==> config.mk <==
export PLATFORM = sky130hd
export DESIGN_NAME = weights_replay_and_save
export DESIGN_NICKNAME = d
export VERILOG_FILES = /design/src/rtl/weights_pkg.sv /design/src/rtl/weights_ram.sv /design/src/rtl/weights_replay.sv /design/src/rtl/weights_replay_and_save.sv
export SDC_FILE = /design/constraint.sdc
export NUM_CORES = 1
export LEC_CHECK = 0
export ABC_CLOCK_PERIOD_IN_PS = 1300
export BUFFER_PORTS_ARGS = -buffer_cell sky130_fd_sc_hd__buf_2
export CORE_MARGIN = 2
export CORE_UTILIZATION = 30
export DETAILED_ROUTE_END_ITERATION = 7
export SLEW_MARGIN = 20
export SYNTH_ARGS = -nofsm -noshare
export SYNTH_HDL_FRONTEND = slang
export SYNTH_SLANG_ARGS = --single-unit
==> constraint.sdc <==
create_clock -name clk -period 1.3 [get_ports clk]
set_input_delay 0.065 -clock clk [delete_from_list [all_inputs] [get_ports clk]]
set_output_delay 0.065 -clock clk [all_outputs]
set_load 0.05 [all_outputs]
==> src/rtl/weights_pkg.sv <==
// rtl/weights_pkg.sv - shared sizes, types, FSM states and table init for the weight replay/save slice
package weights_pkg;
  localparam int DATA_WIDTH = 16;
  localparam int ROWS       = 4;
  localparam int COLS       = 8;
  localparam int ROW_W      = (ROWS > 1) ? $clog2(ROWS) : 1;
  localparam int COL_W      = (COLS > 1) ? $clog2(COLS) : 1;

  typedef logic [DATA_WIDTH-1:0] weight_t;
  typedef logic [ROW_W-1:0]      row_t;
  typedef logic [COL_W-1:0]      col_t;

  localparam row_t LAST_ROW = row_t'(ROWS - 1);
  localparam col_t LAST_COL = col_t'(COLS - 1);

  typedef enum logic [1:0] {
    ST_IDLE,
    ST_SEND,
    ST_VERIFY,
    ST_DONE
  } state_e;

  function automatic weight_t weight_init(input int r, input int c);
    return weight_t'(r * COLS + c + 1);
  endfunction
endpackage

==> src/rtl/weights_ram.sv <==
// rtl/weights_ram.sv - save RAM: cleared on reset, written from the replay stream
// WEIGHTS_VERIFY_EN adds a registered read port used by the verify pass.
module weights_ram
  import weights_pkg::*;
(
`ifdef WEIGHTS_VERIFY_EN
  input  row_t    i_rd_row,
  input  col_t    i_rd_col,
  output weight_t o_rd_data,
`endif
  input  logic    clk,
  input  logic    rst,
  input  logic    i_valid,
  input  row_t    i_row,
  input  col_t    i_col,
  input  weight_t i_data,
  input  logic    i_last,
  output logic    o_ready,
  output logic    o_full
);
  weight_t weights [ROWS][COLS];
  logic    r_full;

  assign o_ready = ~rst;
  assign o_full  = r_full;

  always_ff @(posedge clk) begin
    if (rst) begin
      for (int r = 0; r < ROWS; r++) begin
        for (int c = 0; c < COLS; c++) begin
          weights[r][c] <= '0;
        end
      end
      r_full <= 1'b0;
    end else if (i_valid) begin
      weights[i_row][i_col] <= i_data;
      if (i_last) begin
        r_full <= 1'b1;
      end
    end
  end

`ifdef WEIGHTS_VERIFY_EN
  weight_t r_rd_data;
  assign o_rd_data = r_rd_data;

  always_ff @(posedge clk) begin
    if (rst) begin
      r_rd_data <= '0;
    end else begin
      r_rd_data <= weights[i_rd_row][i_rd_col];
    end
  end
`endif
endmodule

==> src/rtl/weights_replay.sv <==
// rtl/weights_replay.sv - constant weight table, transfer FSM and stream source
// WEIGHTS_VERIFY_EN adds a read-back compare pass between SEND and DONE.
module weights_replay
  import weights_pkg::*;
(
`ifdef WEIGHTS_VERIFY_EN
  output row_t    o_rd_row,
  output col_t    o_rd_col,
  input  weight_t i_rd_data,
`endif
  input  logic    clk,
  input  logic    rst,
  input  logic    i_ready,
  output logic    o_valid,
  output row_t    o_row,
  output col_t    o_col,
  output weight_t o_data,
  output logic    o_last,
  output logic    o_done,
  output logic    o_error
);
  weight_t weights [ROWS][COLS];

  for (genvar gr = 0; gr < ROWS; gr++) begin : g_row
    for (genvar gc = 0; gc < COLS; gc++) begin : g_col
      assign weights[gr][gc] = weight_init(gr, gc);
    end
  end

  state_e r_state;
  logic   r_valid;
  logic   r_done;
  row_t   r_row;
  col_t   r_col;
  logic   w_last;

  assign w_last  = (r_row == LAST_ROW) && (r_col == LAST_COL);
  assign o_valid = r_valid;
  assign o_row   = r_row;
  assign o_col   = r_col;
  assign o_data  = weights[r_row][r_col];
  assign o_last  = w_last;
  assign o_done  = r_done;

`ifdef WEIGHTS_VERIFY_EN
  logic r_error;
  logic r_issued;
  logic r_cmp_pend;
  row_t r_vrow;
  col_t r_vcol;
  row_t r_cmp_row;
  col_t r_cmp_col;
  logic w_mismatch;

  // Read data returns one cycle after the address, so compare against the delayed index.
  assign w_mismatch = r_cmp_pend && (i_rd_data != weights[r_cmp_row][r_cmp_col]);
  assign o_rd_row   = r_vrow;
  assign o_rd_col   = r_vcol;
  assign o_error    = r_error;
`else
  assign o_error    = 1'b0;
`endif

  always_ff @(posedge clk) begin
    if (rst) begin
      r_state <= ST_IDLE;
      r_valid <= 1'b0;
      r_done  <= 1'b0;
      r_row   <= '0;
      r_col   <= '0;
`ifdef WEIGHTS_VERIFY_EN
      r_error    <= 1'b0;
      r_issued   <= 1'b0;
      r_cmp_pend <= 1'b0;
      r_vrow     <= '0;
      r_vcol     <= '0;
      r_cmp_row  <= '0;
      r_cmp_col  <= '0;
`endif
    end else begin
      case (r_state)
        ST_IDLE: r_state <= ST_SEND;
        ST_SEND: begin
          if (!r_valid) begin
            r_valid <= 1'b1;
          end else if (i_ready) begin
            if (w_last) begin
              r_valid <= 1'b0;
`ifdef WEIGHTS_VERIFY_EN
              r_state <= ST_VERIFY;
`else
              r_state <= ST_DONE;
`endif
            end else if (r_col == LAST_COL) begin
              r_col <= '0;
              r_row <= r_row + 1'b1;
            end else begin
              r_col <= r_col + 1'b1;
            end
          end
        end
`ifdef WEIGHTS_VERIFY_EN
        ST_VERIFY: begin
          if (w_mismatch) begin
            r_error <= 1'b1;
          end
          r_cmp_pend <= ~r_issued;
          r_cmp_row  <= r_vrow;
          r_cmp_col  <= r_vcol;
          if (!r_issued) begin
            if ((r_vrow == LAST_ROW) && (r_vcol == LAST_COL)) begin
              r_issued <= 1'b1;
            end else if (r_vcol == LAST_COL) begin
              r_vcol <= '0;
              r_vrow <= r_vrow + 1'b1;
            end else begin
              r_vcol <= r_vcol + 1'b1;
            end
          end else begin
            r_state <= ST_DONE;
          end
        end
`endif
        ST_DONE: r_done <= 1'b1;
        default: r_state <= ST_IDLE;
      endcase
    end
  end
endmodule

==> src/rtl/weights_replay_and_save.sv <==
// rtl/weights_replay_and_save.sv - top: replay source streams its table into the save RAM after reset
// WEIGHTS_VERIFY_EN enables the read-back verify pass and the error flag.
module weights_replay_and_save
  import weights_pkg::*;
(
  input  logic clk,
  input  logic rst,
  output logic done,
  output logic error
);
  logic    w_valid;
  logic    w_ready;
  row_t    w_row;
  col_t    w_col;
  weight_t w_data;
  logic    w_last;
  logic    w_rep_done;
  logic    w_ram_full;

`ifdef WEIGHTS_VERIFY_EN
  row_t    w_rd_row;
  col_t    w_rd_col;
  weight_t w_rd_data;
`endif

  weights_replay weights_replay_0 (
`ifdef WEIGHTS_VERIFY_EN
    .o_rd_row  (w_rd_row),
    .o_rd_col  (w_rd_col),
    .i_rd_data (w_rd_data),
`endif
    .clk       (clk),
    .rst       (rst),
    .i_ready   (w_ready),
    .o_valid   (w_valid),
    .o_row     (w_row),
    .o_col     (w_col),
    .o_data    (w_data),
    .o_last    (w_last),
    .o_done    (w_rep_done),
    .o_error   (error)
  );

  weights_ram weights_ram_0 (
`ifdef WEIGHTS_VERIFY_EN
    .i_rd_row  (w_rd_row),
    .i_rd_col  (w_rd_col),
    .o_rd_data (w_rd_data),
`endif
    .clk       (clk),
    .rst       (rst),
    .i_valid   (w_valid),
    .i_row     (w_row),
    .i_col     (w_col),
    .i_data    (w_data),
    .i_last    (w_last),
    .o_ready   (w_ready),
    .o_full    (w_ram_full)
  );

  assign done = w_rep_done & w_ram_full;
endmodule

== Yosys cells after proc, flatten, opt, wreduce, memory -nomap -nowiden ==
Index checks and enable logic that the tools add are counted.

* Bits in registers: 10
* Output and inout port bits: 2
* Logic and storage cells: 29

* $add $sub $neg: 2
* Equal/unequal tests: 6
* Multiplexer cells: 6
* Bitwise operators: 3
* Reduce and logical (&&, ||, !) cells: 6

{| class="wikitable"
|+ Operators by type and width
! operator !! number
|-
| $pmux W2 S3 || 1
|-
| $reduce_and A3 Y1 || 2
|-
| $eq A2 B2 Y1 const B || 2
|-
| $mux W2 || 2
|-
| $reduce_and A4 Y1 || 1
|-
| $add A3 B1 Y3 const B || 1
|-
| $eq A3 B3 Y1 const B || 1
|-
| $mux W3 || 1
|-
| $add A2 B1 Y2 const B || 1
|-
| $eq A2 B1 Y1 const B || 1
|-
| $logic_not A2 Y1 || 1
|-
| $mux W1 || 2
|-
| $ne A2 B1 Y1 const B || 1
|-
| $ne A2 B2 Y1 const B || 1
|-
| $not A1 Y1 || 2
|-
| $reduce_and A2 Y1 || 1
|-
| $and A1 B1 Y1 || 1
|-
| $logic_and A1 B1 Y1 || 1
|}

== Logic depth before layout (Yosys ltp) ==
* Depth after elaboration: 5
* Mapped depth: 5
* Mapped depth without buffers: 5

== By module ==
Synthesis repeated with hierarchy kept, for this count alone.

* Cell total of the unflattened synthesis: 68
* Area total of the unflattened synthesis: 596.8 um2

{| class="wikitable"
|+ Modules (own cells, without submodules)
! module !! times used !! cells an instance !! area an instance (um2)
|-
| weights_replay || 1 || 63 || 558.0
|-
| weights_ram || 1 || 4 || 32.5
|-
| weights_replay_and_save || 1 || 1 || 6.3
|}

== Least setup slack after synthesis ==
No wires, ideal clock.

* Path type: reg-to-reg
* Start point: reg weights_replay_0.r_col[0], in the netlist weights_replay_0.o_col[0]
* End point: reg weights_replay_0.r_col[2], in the netlist weights_replay_0.o_col[2]
* Library setup time: 0.070 ns
* Arrival time: 1.307 ns
* Required time: 1.230 ns
* Path slack: -0.077 ns
* Cell stages (with the launch flop): 6
* Clock period less this slack: 1.377 ns
* Cell sequence: dfxtp_1 ha_1 ha_1 and2_1 or3b_1 a21oi_1

* Word-level cells in the longest chain between the ends: 4
* Elaborated cells between the ends (all ways): 6

{| class="wikitable"
|+ RTL lines
! element !! RTL line !! RTL
|-
| start, declared || weights_replay.sv:34 || <nowiki>col_t r_col;</nowiki>
|-
| start signal, assigned || weights_replay.sv:98 || <nowiki>r_col <= r_col + 1'b1;</nowiki>
|-
| parallel branches: the longest is 4 deep, another holds $add A3 B1 Y3 || n/a ||
|}

Parallel ways; which one is timed is not known.
A chain may end at the register's enable or synchronous reset.

== Final worst setup path ==
Same ends and word-level chain as after synthesis.

==> qor.txt <==
row cnt: 14
top cells by area, synth: sky130_fd_sc_hd__dfxtp_1 43%, sky130_fd_sc_hd__ha_1 8.1%, sky130_fd_sc_hd__a21oi_1 5.4%, sky130_fd_sc_hd__nor2_1 4.8%, sky130_fd_sc_hd__nand3b_4 4.3%
Most Frequent Cell on Critical Path: sky130_fd_sc_hd__ha_4
final-stage net count: 60
chip width: 43.4 µm
number of vias after detailed routing: 330
number of fill cells in the layout: 155
number of levels in the clock H-tree: 1
DRC viols: 0
library cells used by synthesis: 21
category of the worst setup path launch point: flip-flop
Post-Route WL: 718 µm
CTS buffer count: 3
synthesis-to-layout area growth: 19.4%
Arr. time, crit path: 1.52 ns
cell at the slowest stage of the critical path: sky130_fd_sc_hd__or3b_1
number of buffers on the longest clock path: 2
failing checks: negative setup slack
initial detailed-routing violation count: 0
fraction of the yosys area taken by sequential cells: 0.430
die area: 1880 µm²
average instance area after synthesis: 9.90 µm²
top achievable clock speed: 0.752 GHz
layout cells sized above 1: 0.321
worst hold-check slack: 0.0972 ns
Clock Latency Late Sink: 0.26 ns
RD Place Congestion: 0.651
clk slew on worst S/H paths: 0.06 ns
vertical extent of the die: 43.4 µm
IO Port Bufs: 2
result of the run: complete, but fails checks
post-route ant nets: 0
Core Area: 1470 µm²
maximum number of pins on one net before global-route repair: 13
Synth area leader: sky130_fd_sc_hd__dfxtp_1
shortest clock period the worst path allows after layout: 1.33 ns
syn nets: 52
count of non-filler cells in the finished layout: 69
cells after synthesis: 47
Yosys warning count: 0
effective utilization at floorplan: 0.316
number of iterations in the first detailed-routing pass: 1
crit-path cells: ha_4 -> ha_4 -> and2_4 -> or3b_1 -> a21oi_1
worst stage delay on the critical path: 0.34 ns
Yosys top cell area share: 0.430
initial antenna violation count: 0
max-capacitance violation count: 0
Via density: 4.78
HPWL after detailed placement: 543 µm
final critical-path share of the clock period: 1.02
global-route wire length before repair: 1240 µm
aggregate global-route resource usage: 0.0929
I/O Pins: 4
Layout Utilization: 0.378
synthesis-stage register bit count: 10
Max IR drop VDD: 695 µV
root buffer cell: sky130_fd_sc_hd__clkbuf_4
hold buffers post-CTS: 0
count of pins over their slew limit: 0
final hold violation count: 0
mean routed wirelength per cell: 10.4 µm
netlist area before placement: 465 µm²
post-place setup slack: -0.0415 ns
number of setup violations in the final report: 1
total instance count after detailed placement: 66
HP Class: in2reg
type of destination of the critical path: flip-flop
maximum fanout along the worst path: 5
TritonCTS sink count: 10
leakage power total: 0.236 nW
leftover overflow at the end of global routing: 0
postcts setup bufs: 0
final worst-path setup slack: -0.0299 ns
unrepaired setup endpoints after global routing: yes
Tot Pwr: 0.565 mW
CTS tree: done
Final Skew: 0.000570 ns
buffers plus inverters on the worst setup path: 0
P per Cell Area: 1020 nW/µm²
kind of cell adding the most delay to the critical path: simple AND/OR/NAND/NOR gates
type of the worst setup path: reg2reg
via count of the first global-routing pass: 308
ANT cells: 0
CP Data Required Time: 1.49 ns
## synth_stat cells
library cell / instances
sky130_fd_sc_hd__a21oi_1: 5
sky130_fd_sc_hd__and4b_4: 1
sky130_fd_sc_hd__nor2_1: 6
sky130_fd_sc_hd__mux2i_1: 1
sky130_fd_sc_hd__nor2b_2: 1
sky130_fd_sc_hd__inv_1: 1
sky130_fd_sc_hd__and2b_1: 1
sky130_fd_sc_hd__a211oi_1: 1
sky130_fd_sc_hd__or3b_1: 2
sky130_fd_sc_hd__nand3b_4: 1
sky130_fd_sc_hd__nand2b_1: 2
sky130_fd_sc_hd__o21ai_0: 3
sky130_fd_sc_hd__nor3_1: 1
sky130_fd_sc_hd__buf_4: 2
sky130_fd_sc_hd__dfxtp_1: 10
sky130_fd_sc_hd__mux2_4: 1
sky130_fd_sc_hd__and3_1: 1
sky130_fd_sc_hd__and2_1: 2
sky130_fd_sc_hd__ha_1: 3
sky130_fd_sc_hd__or3_1: 1
sky130_fd_sc_hd__conb_1: 1
## repair_timing
item | CTS | global route
pin swaps | 2 | 0
setup endpoints to repair | 2 | 2
resized for setup | 3 | 0
## worst paths after layout
kind	to	startpoint	slack (ns)	cells after the start
worst max-delay path	weights_replay_0.o_col[2]$_SDFFE_PP0P_	weights_replay_0.o_col[0]$_SDFFE_PP0P_	-0.03	5
worst min-delay path	weights_replay_0.o_col[0]$_SDFFE_PP0P_	rst	0.1	2
worst max register to register	weights_replay_0.o_col[2]$_SDFFE_PP0P_	weights_replay_0.o_col[0]$_SDFFE_PP0P_	-0.03	5
worst min register to register	weights_ram_0.o_full$_SDFFE_PP0P_	weights_ram_0.o_full$_SDFFE_PP0P_	0.46	2
## routing by layer
layer / share of wire / track usage / vias up
met4: 0 / 0.0364 / 0
met1: 0.47 / 0.109 / 150
met2: 0.46 / 0.134 / 6
li1: - / - / 174
met5: 0 / 0 / -
met3: 0.063 / 0.0625 / 0
## where the power goes
part / internal [mW] / leakage, nW / switching [mW] / total [mW]
combinational: 0.0154 / 0.140 / 0.0208 / 0.0361
sequential: 0.314 / 0.0823 / 0.00735 / 0.321
clock: 0.107 / 0.0138 / 0.101 / 0.208
## cells by family (layout without fill, tap and decap cells)
logic type	Yosys count	count (layout)	share of synthesized area
and+or+nand+nor	19	19	0.285
DFF	10	10	0.430
AOI/OAI and AO/OA	9	9	0.102
adders and majority gates	3	3	0.0807
buffers and inverters	3	9	0.0403
muxes	2	2	0.0538
other	1	1	0.00806
## state kept, by name (all words and copies together) (netlist names)
| name | flops |
|---|---|
| weights_ram_0.o_full | 1 |
| weights_replay_0.o_col | 3 |
| weights_replay_0.o_done | 1 |
| weights_replay_0.o_row | 2 |
| weights_replay_0.o_valid | 1 |
| weights_replay_0.r_state | 2 |
## area by class of cell
| class | count | area (µm²) | share of cell area |
|---|---|---|---|
| inverters | 1 | 3.75 | 0.00676 |
| multi-input cells | 34 | 274 | 0.493 |
| repair buffers | 5 | 32.5 | 0.0586 |
| well taps | 16 | 20.0 | 0.0360 |
| flip-flops and latches | 10 | 203 | 0.365 |
| clock buffers | 3 | 22.5 | 0.0405 |
## cell usage in the layout (no fill, tap or decap), drive strengths merged
| cell type | n |
|---|---|
| a211oi | 1 |
| a21oi | 5 |
| and2 | 2 |
| and2b | 1 |
| and3 | 1 |
| and4b | 1 |
| buf | 5 |
| clkbuf | 3 |
| conb | 1 |
| dfxtp | 10 |
| ha | 3 |
| inv | 1 |
| mux2 | 1 |
| mux2i | 1 |
| nand2b | 2 |
| nand3b | 1 |
| nor2 | 6 |
| nor2b | 1 |
| nor3 | 1 |
| o21ai | 3 |
| or3 | 1 |
| or3b | 2 |
## metrics by stage
| step | setup TNS [ns] | instance area [µm²] |
|---|---|---|
| detailed placement | -0.0710 | 520 |
| finish | -0.0299 | 556 |
| global placement | -0.0696 | 520 |
| global route | -0.0909 | 556 |
| floorplan | 0 | 483 |
| CTS | -0.0309 | 556 |
(Power assumes the default switching activity.)
